File: config.mk
export PLATFORM = sky130hd
export DESIGN_NAME = dram_lane_pipe
export DESIGN_NICKNAME = d
export VERILOG_FILES = /design/src/rtl/dram_lane_pipe.sv
export SDC_FILE = /design/constraint.sdc
export NUM_CORES = 1
export LEC_CHECK = 0
export CELL_PAD_IN_SITES_DETAIL_PLACEMENT = 2
export CELL_PAD_IN_SITES_GLOBAL_PLACEMENT = 2
export CORE_AREA = 4 4 54 56
export CTS_BUF_LIST = sky130_fd_sc_hd__clkbuf_2 sky130_fd_sc_hd__clkbuf_4 sky130_fd_sc_hd__clkbuf_8
export DETAILED_ROUTE_END_ITERATION = 6
export DIE_AREA = 0 0 58 60
export PLACE_DENSITY_LB_ADDON = 0.1
export SYNTH_ARGS = -nofsm -noshare
export SYNTH_HDL_FRONTEND = slang
export SYNTH_SLANG_ARGS = --single-unit
export TNS_END_PERCENT = 1
File: constraint.sdc
create_clock -name clk -period 1.2 [get_ports clk]
set_input_delay 0.18 -clock clk [delete_from_list [all_inputs] [get_ports clk]]
set_output_delay 0.18 -clock clk [all_outputs]
set_load 0.1 [all_outputs]
File: src/rtl/dram_lane_pipe.sv
// rtl/dram_lane_pipe.sv - per-lane completion pipeline of {valid, is_read, byte} with output register
module dram_lane_pipe #(
    parameter int DATA_W  = 8,
    parameter int LATENCY = 2
) (
    input  logic              clk,
    input  logic              rst_n,
    input  logic              in_valid,
    input  logic              in_is_read,
    input  logic [DATA_W-1:0] in_byte,
    output logic              valid,
    output logic [DATA_W-1:0] data_out
);

    logic [LATENCY-1:0]             v_q;
    logic [LATENCY-1:0]             rd_q;
    logic [LATENCY-1:0][DATA_W-1:0] b_q;

    // Stage 0 loads on the sampling edge; the output register adds the final
    // edge so a request sampled at edge k completes at edge k+LATENCY.
    always_ff @(posedge clk or negedge rst_n) begin
        if (!rst_n) begin
            v_q      <= '0;
            rd_q     <= '0;
            b_q      <= '0;
            valid    <= 1'b0;
            data_out <= '0;
        end else begin
            v_q[0]  <= in_valid;
            rd_q[0] <= in_is_read;
            b_q[0]  <= in_byte;
            for (int s = 1; s < LATENCY; s++) begin
                v_q[s]  <= v_q[s-1];
                rd_q[s] <= rd_q[s-1];
                b_q[s]  <= b_q[s-1];
            end
            valid <= v_q[LATENCY-1];
            if (v_q[LATENCY-1] && rd_q[LATENCY-1]) begin
                data_out <= b_q[LATENCY-1];
            end
        end
    end

endmodule

== Yosys cells after proc, flatten, opt, wreduce, memory -nomap -nowiden ==
Index checks and enable logic that the tools add are counted.

* Bits in registers: 29
* Input bits: 12
* Output and inout bits: 9
* Word-level logic and storage cells: 7

* Reductions and logical operators: 1

{| class="wikitable"
|+ Operators with widths
! kind !! count
|-
| logical AND 1 bit || 1
|}

== Longest topological paths before layout ==
* Depth in word-level cells: 1
* Depth in mapped cells: 2
* Depth with buffers taken out: 2

== Worst setup path after synthesis ==
No wires, ideal clock.

* Path type: register to register
* Start: register data_out[0] (netlist name)
* End: register data_out[0]
* Setup time: 0.126 ns
* Arrival: 1.134 ns
* Required time: 1.074 ns
* Setup slack: -0.060 ns
* Cell stages (with the launch flop): 2
* Path buffers: 0
* Period minus slack after synthesis: 1.260 ns
* Cell sequence: dfrtp_1 > mux2_2

{| class="wikitable"
|+ RTL lines
! item !! RTL line !! text
|-
| end signal, assigned || 39 || <nowiki>data_out <= b_q[LATENCY-1];</nowiki>
|-
| end, declared || 12 || <nowiki>output logic [DATA_W-1:0] data_out</nowiki>
|}

== Worst setup path in the final report ==
* Start: register data_out[3]
* End: output port data_out[3]

No word-level cell between the ends.

==> results by group <==
Outcome
  – Status: finished clean

Floorplan
  – Die area: 0.003480 mm^2
  – Num ports: 21
  – Core outline area: 0.002432 mm^2
  – Die Y: 60 um
  – Cell Rows: 18
  – Starting density of the core: 33.80%
  – DIE WIDTH: 58 um

Min path
  – Worst Hold Class: in2async

Worst setup path
  – Setup slack, reg-to-reg: 140 ps
  – Crit path arrival time: 920 ps
  – CP top delay family: flip-flops
  – Setup CP Type: reg2out
  – Reg-to-Reg End: data_out[4]
  – Critical Path RT: 1020 ps
  – Crit-path max FO: 2
  – Crit path cell chain: buf_12
  – Critical path endpoint category: output port
  – Worst path slowest cell: dfrtp_1
  – CP startpoint kind: register
  – Max incr delay on CP: 420 ps
  – FF-to-FF path depth: 2
  – CP bufs+invs: 1
  – Reg-to-Reg Start: v_q[1]

Detailed routing
  – DR pass1 iterations: 2
  – Avg WL per Cell: 14.32 um
  – Total Wirelength: 1389 um
  – Met2 wire length: 798 um
  – Residual DRC: 0
  – Via density: 4.299
  – M1 WL: 442 um
  – DR vias: 417
  – Detailed Route Iter0 Violations: 1
  – Top layer in use: met4
  – Final ANT Viol Nets: 0
  – WL met3: 125 um

Yosys
  – Synth Area in Compound Gates: 0%
  – Post-Synth XOR/XNOR Area: 0%
  – Largest family of logic cells by synthesized area: multiplexers
  – Simple-gate share of the synthesized area: 0.7610%
  – Post-Synth Adder-Cell Area: 0%
  – Mux share of post-synthesis cell area: 10.96%
  – Synth Warn #: 0
  – Yosys reg bits: 29
  – Leading area contributor after synthesis: dfrtp_1
  – Fraction of registers with async set/reset: 100.0%
  – Commonest cells in the netlist: 29 x dfrtp_1, 8 x mux2_2, 1 x nand2_2
  – Synth Instances: 38
  – Synth unique cells: 3
  – Most common cell in the netlist: dfrtp_1
  – Post-synth top area share: 88.28%
  – Syn Nets: 50
  – Synth area leaders: dfrtp_1 88%, mux2_2 11%, nand2_2 0.76%
  – Mean Syn Cell Area: 21.63 um^2
  – Top_reg_cell synth: dfrtp_1
  – Mapped Area: 822.0 um^2
  – Sequential fraction of the synthesis area: 88.28%
  – EDFF count, synth: 0

Timing
  – Setup WS post-layout: 98.52 ps
  – RSZ-0062 raised after global routing: false
  – Fin. max-slew vios: 0
  – Max Fclk: 907.9 MHz
  – Final Hold Fails: 0
  – Finish-stage setup viols: 0
  – Slew HR: 86.78%
  – Worst slew pin tran: 197.5 ps
  – Tcrit/Tclk final: 91.79%
  – Shortest period the worst path allows: 1101 ps
  – Clock skew: 2.788 ps
  – Hold slack: 217.2 ps

Placement
  – Post-Place Cells: 89
  – Port bufs: 20
  – Final RePlAce weighted congestion: 0.6111
  – Setup Slack @ Placement: 156.0 ps

Global routing
  – GR Overflow Total: 0
  – Wire length of the first global-routing pass: 2373 um
  – Largest net degree at the start of global routing: 30
  – Vias in the first global route: 478
  – All-Layer GR Usage: 10.51%
  – Initial antenna violation count: 0

Final layout
  – Final core occ: 51.03%
  – Nets: 78
  – Antenna Cells: 0
  – Non-Filler Instances: 97
  – Area Overhead vs Synth: 50.99%
  – Layout cells sized above 1: 41.79%

Power
  – VDD IR max: 0.8858 mV
  – Lkg Pwr: 0.5512 nW
  – Total power: 2.355 mW
  – PD cells: 1898 mW/mm^2

Clocking
  – CTS max path bufs: 2
  – Post CTS Setup Buffer Count: 0
  – CTS tree: yes
  – Root buf cell: clkbuf_4
  – Post-CTS sizing: 0
  – Hold_buf cts: 0
  – Sink Count: 29
  – CTS H-Tree Depth: 2
  – Clk Latency, worst-skew pair: 320 ps
  – Register clock-pin slew on the reported worst setup and hold paths: 80 ps
  – CTS buffer count: 5

Job
  – Max-cap violation count: 0
-- metrics by stage --
step,setup TNS [ps],instance area [um^2]
floorplan,-416.6,823.3
global placement,0,1171
detailed placement,0,1171
CTS,0,1241
global route,0,1241
finish,0,1241
-- logic make-up after synthesis --
group / count (synthesis)
flops: 29
simple gates: 1
mux: 8
-- worst reg2reg max path, cell delays in order (launching register included) --
cell and delay, ps:
dfrtp_1 400, nand2_2 180, mux2_2 360
-- report_power, final --
part | switching, mW | internal, mW | leakage [nW]
clock | 0.306 | 0.339 | 0.0413
sequential | 0.0566 | 1.05 | 0.338
combinational | 0.371 | 0.230 | 0.172
-- layer usage --
layer  vias up  track usage, %
met5         -               0
met4         0           5.960
met3         4           6.911
met2        16           17.74
li1        178               -
met1       219           9.431
-- how the worst max path moves through the flow --
| stage | from | end | slack, ps | cells after the start |
|---|---|---|---|---|
| finish | data_out[3] | data_out[3] | 100 | 1 |
| global route | data_out[3] | data_out[3] | 20 | 1 |
| CTS | data_out[3] | data_out[3] | 70 | 1 |
| detailed placement | v_q[1] | data_out[7] | 160 | 2 |
| global placement | v_q[1] | data_out[0] | 180 | 2 |
| floorplan | data_out[1] | data_out[1] | -60 | 1 |
-- placed cells by master (no fill, tap or decap) --
cell type        count
buf_12              10
clkbuf_4             5
clkbuf_8             2
clkdlybuf4s50_1     11
clkinv_2             1
dfrtp_1             28
dfrtp_2              1
mux2_2               8
nand2_2              1
-- flip-flops by register name, indices dropped and copies added, names as in the netlist --
signal	cells
b_q	16
data_out	8
rd_q	2
v_q	2
valid	1
-- area by class of cell --
cell class | instances | area [um^2]
fillers | 232 | 1191
clock inverters | 1 | 5.005
well taps | 30 | 37.54
flip-flops and latches | 29 | 726.9
repair buffers | 21 | 310.3
multi-input cells | 9 | 96.34
clock buffers | 7 | 65.06
(Power assumes the default switching activity.)
